$ cat src/rtl/decode_sequencer.sv
// decode_sequencer
//
// Purpose:
//   Sits directly downstream of the fetch unit. Latches each 9-bit instruction
//   into an instruction register, decodes it, stalls on memory operations and
//   drives the fetch unit's control pins so that exactly one PC-advance strobe
//   is issued per retired instruction. A HALT instruction stops the run.
//
// Ports:
//   clk, reset          clock, synchronous active-high reset
//   start, start_addr   begin a run at start_addr (accepted in IDLE/HALTED only)
//   inst                instruction word from the fetch unit
//   cond_flag           ALU zero flag for conditional branches (sampled in DECODE)
//   rs_value            register read data, absolute branch target
//   mem_ack             memory completion (only looked at in MEM)
//   init                one-cycle pulse to the fetch unit at run start
//   start_address       registered copy of start_addr
//   fetch_unit_en       PC-advance strobe, one per retired instruction
//   branch / branchi    absolute / relative branch select (mutually exclusive)
//   jump                selects the 6-bit relative form
//   target, immediate   absolute target / sign-magnitude relative offset
//   opcode, rd, rs      IR fields
//   reg_we              register write strobe
//   mem_req, mem_we     memory request / write
//   busy, done, err     run status
//   retired_count       retired-instruction counter
//
// Build option:
//   DECODE_RETIRE_COUNT_EN - when defined, retired_count counts every EXEC cycle
//   and the HALT entry (wraps, cleared on reset and start). When undefined the
//   output is tied to zero and no counter is built.
//
// Every output is driven straight from a register; the combinational process
// computes the value each register takes for the state being entered.

module decode_sequencer #(
    parameter int MEM_WAIT_MAX = 15,
    parameter int ADDR_W       = 8
) (
    input  logic              clk,
    input  logic              reset,
    input  logic              start,
    input  logic [ADDR_W-1:0] start_addr,
    input  logic [8:0]        inst,
    input  logic              cond_flag,
    input  logic [ADDR_W-1:0] rs_value,
    input  logic              mem_ack,
    output logic              init,
    output logic [ADDR_W-1:0] start_address,
    output logic              fetch_unit_en,
    output logic              branch,
    output logic              branchi,
    output logic              jump,
    output logic [ADDR_W-1:0] target,
    output logic [5:0]        immediate,
    output logic [2:0]        opcode,
    output logic [2:0]        rd,
    output logic [2:0]        rs,
    output logic              reg_we,
    output logic              mem_req,
    output logic              mem_we,
    output logic              busy,
    output logic              done,
    output logic              err,
    output logic [15:0]       retired_count
);

    localparam int WAIT_W = $clog2(MEM_WAIT_MAX + 1);

    localparam logic [2:0] OP_ALU  = 3'b000;
    localparam logic [2:0] OP_ADDI = 3'b001;
    localparam logic [2:0] OP_LW   = 3'b010;
    localparam logic [2:0] OP_SW   = 3'b011;
    localparam logic [2:0] OP_BCND = 3'b100;
    localparam logic [2:0] OP_JMP  = 3'b101;
    localparam logic [2:0] OP_BR   = 3'b110;

    typedef enum logic [2:0] {
        S_IDLE, S_LOAD, S_FETCH, S_DECODE, S_MEM, S_EXEC, S_HALTED
    } state_t;

    state_t              r_state, w_state_next;
    logic [8:0]          r_ir, w_ir_next;
    logic [WAIT_W-1:0]   r_wait, w_wait_next;
    logic                r_init, w_init_next;
    logic [ADDR_W-1:0]   r_start_address, w_start_address_next;
    logic                r_fue, w_fue_next;
    logic                r_branch, w_branch_next;
    logic                r_branchi, w_branchi_next;
    logic                r_jump, w_jump_next;
    logic [ADDR_W-1:0]   r_target, w_target_next;
    logic [5:0]          r_imm, w_imm_next;
    logic [2:0]          r_opcode, w_opcode_next;
    logic [2:0]          r_rd, w_rd_next;
    logic [2:0]          r_rs, w_rs_next;
    logic                r_reg_we, w_reg_we_next;
    logic                r_mem_req, w_mem_req_next;
    logic                r_mem_we, w_mem_we_next;
    logic                r_busy, w_busy_next;
    logic                r_done, w_done_next;
    logic                r_err, w_err_next;

    logic w_start_go;   // start accepted this cycle
    logic w_halt_go;    // HALT decoded this cycle

    assign w_start_go = start && (r_state == S_IDLE || r_state == S_HALTED);
    assign w_halt_go  = (r_state == S_DECODE) && (r_ir == 9'b111_000_000);

    always_comb begin
        w_state_next         = r_state;
        w_ir_next            = r_ir;
        w_wait_next          = r_wait;
        w_init_next          = 1'b0;
        w_start_address_next = r_start_address;
        w_fue_next           = 1'b0;
        w_branch_next        = 1'b0;
        w_branchi_next       = 1'b0;
        w_jump_next          = 1'b0;
        w_target_next        = '0;
        w_imm_next           = '0;
        w_opcode_next        = r_opcode;
        w_rd_next            = r_rd;
        w_rs_next            = r_rs;
        w_reg_we_next        = 1'b0;
        w_mem_req_next       = 1'b0;
        w_mem_we_next        = 1'b0;
        w_done_next          = r_done;
        w_err_next           = r_err;

        case (r_state)
            S_IDLE, S_HALTED: begin
                if (w_start_go) begin
                    w_state_next         = S_LOAD;
                    w_init_next          = 1'b1;
                    w_start_address_next = start_addr;
                    w_done_next          = 1'b0;
                    w_err_next           = 1'b0;
                end
            end
            S_LOAD: w_state_next = S_FETCH;
            S_FETCH: begin
                w_ir_next     = inst;
                w_opcode_next = inst[8:6];
                w_rd_next     = inst[5:3];
                w_rs_next     = inst[2:0];
                w_state_next  = S_DECODE;
            end
            S_DECODE: begin
                if (r_ir[8:6] == OP_LW || r_ir[8:6] == OP_SW) begin
                    w_state_next   = S_MEM;
                    w_mem_req_next = 1'b1;
                    w_mem_we_next  = (r_ir[8:6] == OP_SW);
                    w_wait_next    = '0;
                end else if (w_halt_go) begin
                    w_state_next         = S_HALTED;
                    w_done_next          = 1'b1;
                    w_start_address_next = '0;
                    w_opcode_next        = '0;
                    w_rd_next            = '0;
                    w_rs_next            = '0;
                end else begin
                    // Non-memory instruction retires next cycle; zero branch
                    // fields tell the fetch unit to simply increment the PC.
                    w_state_next  = S_EXEC;
                    w_fue_next    = 1'b1;
                    w_reg_we_next = (r_ir[8:6] == OP_ALU) || (r_ir[8:6] == OP_ADDI);
                    case (r_ir[8:6])
                        OP_BCND: begin
                            if (cond_flag) begin
                                w_branchi_next = 1'b1;
                                w_imm_next     = {2'b00, r_ir[3:0]};
                            end
                        end
                        OP_JMP: begin
                            w_branchi_next = 1'b1;
                            w_jump_next    = 1'b1;
                            w_imm_next     = r_ir[5:0];
                        end
                        OP_BR: begin
                            w_branch_next = 1'b1;
                            w_target_next = rs_value;
                        end
                        default: ;
                    endcase
                end
            end
            S_MEM: begin
                // An ack on the final wait cycle takes priority over timeout.
                if (mem_ack) begin
                    w_state_next  = S_EXEC;
                    w_fue_next    = 1'b1;
                    w_reg_we_next = (r_ir[8:6] == OP_LW);
                end else if (r_wait == WAIT_W'(MEM_WAIT_MAX - 1)) begin
                    w_state_next         = S_HALTED;
                    w_err_next           = 1'b1;
                    w_start_address_next = '0;
                    w_opcode_next        = '0;
                    w_rd_next            = '0;
                    w_rs_next            = '0;
                end else begin
                    w_mem_req_next = 1'b1;
                    w_mem_we_next  = r_mem_we;
                    w_wait_next    = r_wait + 1'b1;
                end
            end
            S_EXEC: w_state_next = S_LOAD;
            default: w_state_next = S_IDLE;
        endcase

        w_busy_next = (w_state_next != S_IDLE) && (w_state_next != S_HALTED);
    end

    always_ff @(posedge clk) begin
        if (reset) begin
            r_state         <= S_IDLE;
            r_ir            <= '0;
            r_wait          <= '0;
            r_init          <= 1'b0;
            r_start_address <= '0;
            r_fue           <= 1'b0;
            r_branch        <= 1'b0;
            r_branchi       <= 1'b0;
            r_jump          <= 1'b0;
            r_target        <= '0;
            r_imm           <= '0;
            r_opcode        <= '0;
            r_rd            <= '0;
            r_rs            <= '0;
            r_reg_we        <= 1'b0;
            r_mem_req       <= 1'b0;
            r_mem_we        <= 1'b0;
            r_busy          <= 1'b0;
            r_done          <= 1'b0;
            r_err           <= 1'b0;
        end else begin
            r_state         <= w_state_next;
            r_ir            <= w_ir_next;
            r_wait          <= w_wait_next;
            r_init          <= w_init_next;
            r_start_address <= w_start_address_next;
            r_fue           <= w_fue_next;
            r_branch        <= w_branch_next;
            r_branchi       <= w_branchi_next;
            r_jump          <= w_jump_next;
            r_target        <= w_target_next;
            r_imm           <= w_imm_next;
            r_opcode        <= w_opcode_next;
            r_rd            <= w_rd_next;
            r_rs            <= w_rs_next;
            r_reg_we        <= w_reg_we_next;
            r_mem_req       <= w_mem_req_next;
            r_mem_we        <= w_mem_we_next;
            r_busy          <= w_busy_next;
            r_done          <= w_done_next;
            r_err           <= w_err_next;
        end
    end

`ifdef DECODE_RETIRE_COUNT_EN
    logic [15:0] r_retired;

    always_ff @(posedge clk) begin
        if (reset || w_start_go) begin
            r_retired <= '0;
        end else if (r_state == S_EXEC || w_halt_go) begin
            r_retired <= r_retired + 16'd1;
        end
    end

    assign retired_count = r_retired;
`else
    assign retired_count = 16'd0;
`endif

    assign init          = r_init;
    assign start_address = r_start_address;
    assign fetch_unit_en = r_fue;
    assign branch        = r_branch;
    assign branchi       = r_branchi;
    assign jump          = r_jump;
    assign target        = r_target;
    assign immediate     = r_imm;
    assign opcode        = r_opcode;
    assign rd            = r_rd;
    assign rs            = r_rs;
    assign reg_we        = r_reg_we;
    assign mem_req       = r_mem_req;
    assign mem_we        = r_mem_we;
    assign busy          = r_busy;
    assign done          = r_done;
    assign err           = r_err;

endmodule

$ cat config.mk
export PLATFORM = sky130hd
export DESIGN_NAME = decode_sequencer
export DESIGN_NICKNAME = d
export VERILOG_FILES = /design/src/rtl/decode_sequencer.sv
export SDC_FILE = /design/constraint.sdc
export NUM_CORES = 1
export LEC_CHECK = 0
export CAP_MARGIN = 20
export CORE_MARGIN = 3
export CORE_UTILIZATION = 40
export DETAILED_ROUTE_END_ITERATION = 16
export PLACE_DENSITY = 0.87
export SLEW_MARGIN = 20
export SYNTH_ARGS = -nofsm -noshare
export SYNTH_HDL_FRONTEND = slang
export SYNTH_SLANG_ARGS = --single-unit
$ cat constraint.sdc
create_clock -name clk -period 1.55 [get_ports clk]
set_input_delay 0.31 -clock clk [delete_from_list [all_inputs] [get_ports clk]]
set_output_delay 0.31 -clock clk [all_outputs]
set_load 0.01 [all_outputs]
Yosys cells after proc, flatten, opt, wreduce, memory -nomap -nowiden. Index checks and enable logic that the tools add are counted.

Bits in registers: 58. Latch bits: 0. RAM bits: 0. Memory bits (read-only): 0. Bits of input ports: 30. Output and inout port bits: 58. Word-level logic and storage cells: 123. Memories: 0.

$add $sub $neg: 1. Multipliers: 0. Div/mod/pow operators: 0. Magnitude comparators: 0. Eq/ne operators: 23. Shift-type cells: 0. Mux-type cells: 53. Bitwise logic cells: 3. Reductions and logical operators: 23.

Operators by type and width (count): $mux W8 (5); $pmux W3 S3 (3); $pmux W8 S3 (1); $mux W1 (21); $mux W3 (7); $eq A3 B3 Y1 const B (6); $pmux W3 S6 (1); $mux W4 (4); $pmux W1 S2 (7); $eq A3 B2 Y1 const B (4); $ne A2 B2 Y1 const B (6); $pmux W6 S2 (1); $reduce_and A4 Y1 (3); $eq A9 B9 Y1 const B (1); $reduce_bool A3 Y1 (3); $pmux W4 S2 (1); $eq A3 B1 Y1 const B (2); $logic_not A3 Y1 (2); $ne A3 B3 Y1 const B (2); $reduce_and A6 Y1 (1); $reduce_bool A2 Y1 (3); $reduce_and A5 Y1 (1); $reduce_or A5 Y1 (1); $add A4 B1 Y4 const B (1); other kinds (8) (16).

Longest topological paths before layout. Gate-level depths: netlist of the first run.

Depth after elaboration: 7. Depth in mapped cells: 6. Mapped depth without buffers: 6.

Worst setup path after synthesis of the first run. Ideal clock, no wire load.

Path type: register -> register. Start: reg r_state[1]. End: reg r_wait[1]. Setup time: 65 ps. Data arrival time: 1571 ps. Data required time: 1485 ps. Setup slack: -86 ps. Cell stages (with the launch flop): 6. Buffers on the path: 1. Clock period less this slack: 1636 ps. Cells stage by stage: dfxtp_1 -> buf_2 -> or3b_4 -> a311oi_4 -> mux2_2 -> nor2_1.

Cells in the longest elaborated chain, start to end: 3. Elaborated cells between the ends (all ways): 8.

RTL lines: from (decl) (RTL line 82) `state_t r_state, w_state_next;`; from (signal assigned) (RTL line 236) `r_state <= w_state_next;`; $eq A3 B3 Y1 / $eq A3 B2 Y1 (equally long branches) (RTL line 130) `case (r_state)`; $ne A2 B2 Y1 (no source line), or another cell as far along; $reduce_and A4 Y1 (no source line); to (signal assigned) (RTL line 238) `r_wait <= w_wait_next;`; to (decl) (RTL line 84) `logic [WAIT_W-1:0] r_wait, w_wait_next;`.

Parallel ways exist; a longest one is shown, timed or not. A chain may end at the register's enable or synchronous reset.

Worst setup path after layout of the first run.
Start: reg r_state[2]. End: reg r_wait[0].

The elaborated chain is that of the path after synthesis.

==> qor.yml, run 1 <==
avgSynthCellArea_um2: 9.14
slew_viol_final: 0
p_switching_uw: 1050
gp_congestion: 0.845
total_power_uw: 4010
cts_buffers: 9
cpPeakStageDelay_ns: 0.35
drt_iter0_markers: 176
arrival_ns: 1.84
nets: 411
grt_usage_pct: 17.4
vdd_ir_drop_max_v: 0.000686
required_ns: 1.82
reg2reg_from: "r_state[2]"
cp-end-kind: "register"
async_flop_share_pct: 0
ys_types: 49
crit_start: "r_state[2]"
boundaryPins: 88
crit_family: "simple AND/OR/NAND/NOR gates"
insertion_delay_ns: 0.34
drive_above_1_share_pct: 19.8
cts_root_buf: "clkbuf_8"
grt_max_degree: 21
yosysWarnings: 0
detail_route.vias_per_cell: 5.16
critPathBufInv: 3
rsz0062_at_grt: "true"
cts_tree: "built"
cp_slowest_cell: "dfxtp_2"
core-area_um2: 5960
grt_pass1_vias: 2182
layout.cells.non_filler: 459
violations: "negative setup slack"
finalWorstSetupSlack_ns: -0.0202
first_pass_iters: 5
fp.dieW_um: 84.9
dp.cells: 440
die_h_um: 84.9
cts_sinks: 58
postRouteWirelength_mm: 6.70
clockBufferDepth: 2
dp_hpwl_mm: 4.67
drc_errors: 0
htree_levels: 3
globalRouteOverflowTotal: 0
clk_pin_slew_ns: 0.06
finClkSkew_ns: 0.00698
ant_nets: 0
cp_max_fo: 11
via_count: 2369
design_area_um2: 3800
hp-class: "reg2reg"
dieArea_um2: 7200
p_sw_share_pct: 26.1
post-route-min-period_ns: 1.57
period_share_pct: 101
syn_area_um2: 2490
diodes: 0
critPathLaunchType: "register"
maxCapViolCount: 0
post-route-util_pct: 63.8
status: "finished, violations left"
syn_to_final_growth_pct: 52.9
yosysSeqAreaShare_pct: 46.7
grt_pass1_wl_mm: 10.0
syn_inst: 272
p_leak_uw: 0.00173
powerDensity_nw_per_um2: 1050
seqPwrFrac_pct: 41.5
cp_common_cell: "buf_4"
combPwrFrac_pct: 20.7
rows: 28
setup_viol: 11
initial_core_util_pct: 41.8
place_ws_ns: -0.323
path_cells: "buf_6 > nand3b_2 > buf_4 > nor2_1 > buf_4 > or3_1 > a21oi_1"
antenna_found_initial: 0
hold_start: "start_address[2]"
avgRoutedWirePerCell_um: 14.6
numPortBuffers: 71
synth-edff-count: 0
ys_ff_latch: 58
p_int_uw: 2960
hold_violations: 0
max_freq_ghz: 0.637
worstSetupPathType: "reg2reg"
p_clk_share_pct: 37.8
dpl_cell_area_um2: 3440
synthFlopType: "dfxtp_1"
## through the flow
step,TNS (ns),hold slack [ns]
floorplan,-0.115,0.419
global placement,-5.22,0.458
detailed placement,-5.92,0.464
CTS,-0.000897,0.481
global route,-0.737,0.502
finish,-0.0923,0.476
## cell usage in the layout (no fill, tap or decap), drive strengths merged, types with 2 or more instances in the layout
master,count
o32a,6
o21ai,14
and2,14
o21a,2
nor3b,3
ha,2
buf,38
and3,2
mux2i,2
a22o,3
dlymetal6s2s,14
dlygate4sd2,8
o31ai,2
conb,16
nor3,8
or2,2
nor2b,5
clkdlybuf4s50,49
clkbuf,14
nand2b,14
a21oi,25
nand2,34
a32oi,4
nor4b,3
bufinv,2
or3,2
dfxtp,58
inv,3
and3b,2
nor2,14
## synthesized netlist by cell type, types with 2 or more instances
master / instances / area share (%)
mux2i_1: 2 / 0.80
or3_1: 2 / 0.50
a22o_1: 3 / 1.1
nor3b_1: 2 / 0.60
o21ai_0: 14 / 2.8
or2_2: 2 / 0.50
ha_1: 2 / 1.0
nor4b_2: 2 / 1.2
o32a_1: 6 / 2.4
clkbuf_1: 10 / 1.5
nand2b_1: 14 / 3.5
o21a_1: 2 / 0.60
inv_1: 3 / 0.45
a32oi_1: 4 / 1.4
nand2_1: 34 / 5.1
and3b_1: 2 / 0.70
a21oi_1: 25 / 5.0
buf_4: 17 / 5.1
and2_1: 13 / 3.3
o31ai_1: 2 / 0.60
nor3_1: 8 / 1.6
and3_1: 2 / 0.50
nor2b_1: 5 / 1.3
nor2_1: 14 / 2.1
dfxtp_1: 58 / 47
## power groups by stage
stage | registers [uW] | logic (uW) | clock network [uW]
after floorplan | 1710 | 421 | 0
after global placement | 1680 | 779 | 0
after detailed placement | 1680 | 800 | 0
after CTS | 1650 | 787 | 1550
after global routing | 1670 | 898 | 1630
final | 1660 | 828 | 1520
## final timing paths
check	endpoint	slack (ns)	depth (start not counted)
hold / removal	start_address[2]	0.48	2
setup reg to reg	r_wait[0]	-0.02	7
setup / recovery	r_wait[0]	-0.02	7
hold reg to reg	start_address[2]	0.48	2
## kinds of logic (layout without fill, tap and decap cells)
family                     Yosys count  count (layout)  synth area share [%]
and+or+nand+nor                    109             109                  24.9
AOI/OAI and AO/OA                   68              68                  18.7
DFF                                 58              58                  46.7
buffers and inverters               31             128                  7.29
muxes                                3               3                  1.26
adders and majority gates            2               2                  1.01
other                                1              16                 0.151
## metal layers
| metal | vias to the layer above | share of wire (%) | global-route usage [%] |
|---|---|---|---|
| li1 | 1140 | - | - |
| met5 | - | 0 | 0 |
| met3 | 14 | 6.9 | 6.60 |
| met1 | 1110 | 40 | 20.0 |
| met2 | 105 | 51 | 30.5 |
| met4 | 0 | 1.6 | 4.32 |
## state kept, by name (all words and copies together) (netlist names)
signal,flops
init,1
err,1
opcode,3
reg_we,1
r_state,3
r_ir,9
rs,3
done,1
branchi,1
jump,1
start_address,8
mem_req,1
busy,1
mem_we,1
target,8
immediate,6
r_wait,4
branch,1
rd,3
fetch_unit_en,1
## repair_timing
item | CTS | global route
endpoints found under the setup margin | 25 | 45
hold buffers | 0 | 0
pin swaps | 1 | 2
resized for setup | 12 | 35
buffers inserted | 0 | 4
cloned | 0 | 0
## tightest hold or removal path: stages (launching register included)
cell and delay [ns]:
dfxtp_1 0.31, nand2b_1 0.06, o21ai_0 0.06
## final cells by class
class / count / area (um2)
tap: 75 / 93.8
timing repair buffer: 109 / 1040
clock buffer: 14 / 153
sequential: 58 / 1170
inverter: 3 / 11.3
multi-input combinational: 198 / 1280
fill: 490 / 2150
clock inverter: 2 / 60.1
(Power assumes the default switching activity.)
==> inputs of run 2 (changes only) <==
Settings changed: CORE_MARGIN 3 to default, CTS_CLUSTER_SIZE from default to 20.
==> run 2 against run 1 <==
Against the previous run:
- the run still ends with negative setup slack left
- critical path depth down 3
- fmax shrank 1.3%
- utilization grew 0.88 points
- setup slack got worse by 0.021 ns
- final cell count shrank 1.1%
- die area down 9.2%
- combinational power is essentially flat
- critical endpoint is now r_wait[1]
- largest cell class unchanged
- highest routed layer unchanged
==> qor.yml, run 2 (synthesis results as in run 1) <==
numPortBuffers: 71
finalWorstSetupSlack_ns: -0.0408
grt_pass1_wl_mm: 9.91
rsz0062_at_grt: "true"
gp_congestion: 0.827
antenna_found_initial: 0
fillers: 500
dp.cells: 439
final_cell_mix: "54 x clkdlybuf4s50_1, 53 x dfxtp_1, 33 x nand2_1, 29 x buf_4, 25 x a21oi_1"
cpPeakStageDelay_ns: 0.42
rows: 28
insertion_delay_ns: 0.34
cts_tree: "built"
wl_met2_mm: 3.23
via_count: 2296
combPwrFrac_pct: 18.6
crit_family: "simple AND/OR/NAND/NOR gates"
htree_levels: 3
critPathBufInv: 0
hp-class: "reg2reg"
p_leak_uw: 0.00171
slew_viol_final: 0
core-area_um2: 5960
hold_violations: 0
boundaryPins: 88
max_freq_ghz: 0.629
routed-wl-met3_um: 399
status: "finished, violations left"
initial_core_util_pct: 41.8
cp-end-kind: "register"
syn_to_final_growth_pct: 55.0
dp_hpwl_mm: 4.54
drc_errors: 0
nets: 406
clockBufferDepth: 2
post-route-min-period_ns: 1.59
drt_iter0_markers: 103
grt_max_degree: 21
fp.dieW_um: 80.9
met1Wirelength_mm: 2.60
grt_usage_pct: 20.3
cts_sinks: 58
grt_pass1_vias: 2213
die_h_um: 80.9
postCtsSetupBuffers: 0
largest_reg_flops: 9
avgRoutedWirePerCell_um: 14.3
period_share_pct: 103
finClkSkew_ns: 0.00639
postRouteWirelength_mm: 6.48
maxCapViolCount: 0
seqPwrFrac_pct: 37.3
detail_route.vias_per_cell: 5.06
cts_buffers: 9
highest_layer: "met4"
first_pass_iters: 5
layout.cells.non_filler: 454
whs_ns: 0.478
path_cells: "or3b_4 > a311oi_4 > mux2_4 > nor2_2"
p_sw_share_pct: 24.1
clk_pin_slew_ns: 0.06
ant_nets: 0
p_int_uw: 3370
critPathLaunchType: "register"
cp_slowest_cell: "or3b_4"
cts_root_buf: "clkbuf_8"
registers.top_by_ff_count: "r_ir"
required_ns: 1.83
diodes: 0
cp_max_fo: 5
drive_above_1_share_pct: 20.3
vdd_ir_drop_max_v: 0.000691
final_common_cell: "clkdlybuf4s50_1"
worstSetupPathType: "reg2reg"
powerDensity_nw_per_um2: 1150
p_clk_share_pct: 44.1
p_switching_uw: 1070
setup_viol: 3
dieArea_um2: 6540
globalRouteOverflowTotal: 0
arrival_ns: 1.87
hold_buffers: 0
violations: "negative setup slack"
==> run 2: cell count changes in the layout (fill, tap and decap cells not counted), sizes merged <==
cell,change
clkdlybuf4s50,+5
buf,-5
dlymetal6s2s,-3
bufinv,+2
dlygate4sd2,-2
clkbuf,-2
==> run 2: path summary, 6_finish.rpt <==
kind / slack (ns) / from / to / cells past startpoint
hold reg to reg: 0.48 / start_address[3] / start_address[3] / 2
setup / recovery: -0.04 / r_state[0] / r_wait[1] / 4
hold / removal: 0.48 / start_address[3] / start_address[3] / 2
setup reg to reg: -0.04 / r_state[0] / r_wait[1] / 4
==> run 2: metal layers <==
metal  track usage, %  up-vias
met5                0        -
met4             13.9        0
met3             4.94       27
met2             33.1       88
met1             23.4     1048
li1                 -     1133
==> run 2: power groups by stage <==
stage	clock [uW]	combinational [uW]	sequential [uW]
finish	1960	825	1660
global route	2050	902	1670
CTS	1980	797	1650
detailed placement	0	794	1680
global placement	0	775	1680
floorplan	0	421	1710
==> run 2: cell type report <==
type / instances / area (um2) / share of cell area, %
Clock buffer: 12 / 165 / 4.28
Clock inverter: 4 / 120 / 3.12
Inverter: 3 / 11.3 / 0.292
Multi-Input combinational cell: 198 / 1290 / 33.6
Sequential cell: 58 / 1170 / 30.3
Tap cell: 75 / 93.8 / 2.43
Timing Repair Buffer: 104 / 1000 / 26.0
==> run 2: tightest hold or removal path, cell delays in order, from the launching register on <==
cell and delay (ns):
dfxtp_1 0.31, nand2b_1 0.06, o21ai_0 0.06
==> run 2: repair_timing <==
item / CTS / global route
cloned: 0 / 0
pin swaps: 3 / 9
setup endpoints to repair: 30 / 49
gates resized for setup: 14 / 31
==> run 2: through the flow <==
| step | setup TNS (ns) | utilization, % | total power [uW] | instance area (um2) | setup WS, ns |
|---|---|---|---|---|---|
| after floorplan | -0.115 | - | 2130 | 2550 | -0.0728 |
| after global placement | -6.66 | 57.9 | 2450 | 3450 | -0.265 |
| after detailed placement | -8.03 | 57.9 | 2470 | 3450 | -0.345 |
| after CTS | -0.0314 | 63.1 | 4430 | 3760 | -0.0314 |
| after global routing | -0.756 | 64.7 | 4610 | 3850 | -0.0968 |
| final | -0.0626 | 64.7 | 4440 | 3850 | -0.0408 |
==> inputs of run 3 (changes only) <==
Settings changed: GPL_ROUTABILITY_DRIVEN from default to 0.
==> results of run 3 <==
No change in the layout: final DEF, timing and power equal those of run 2.
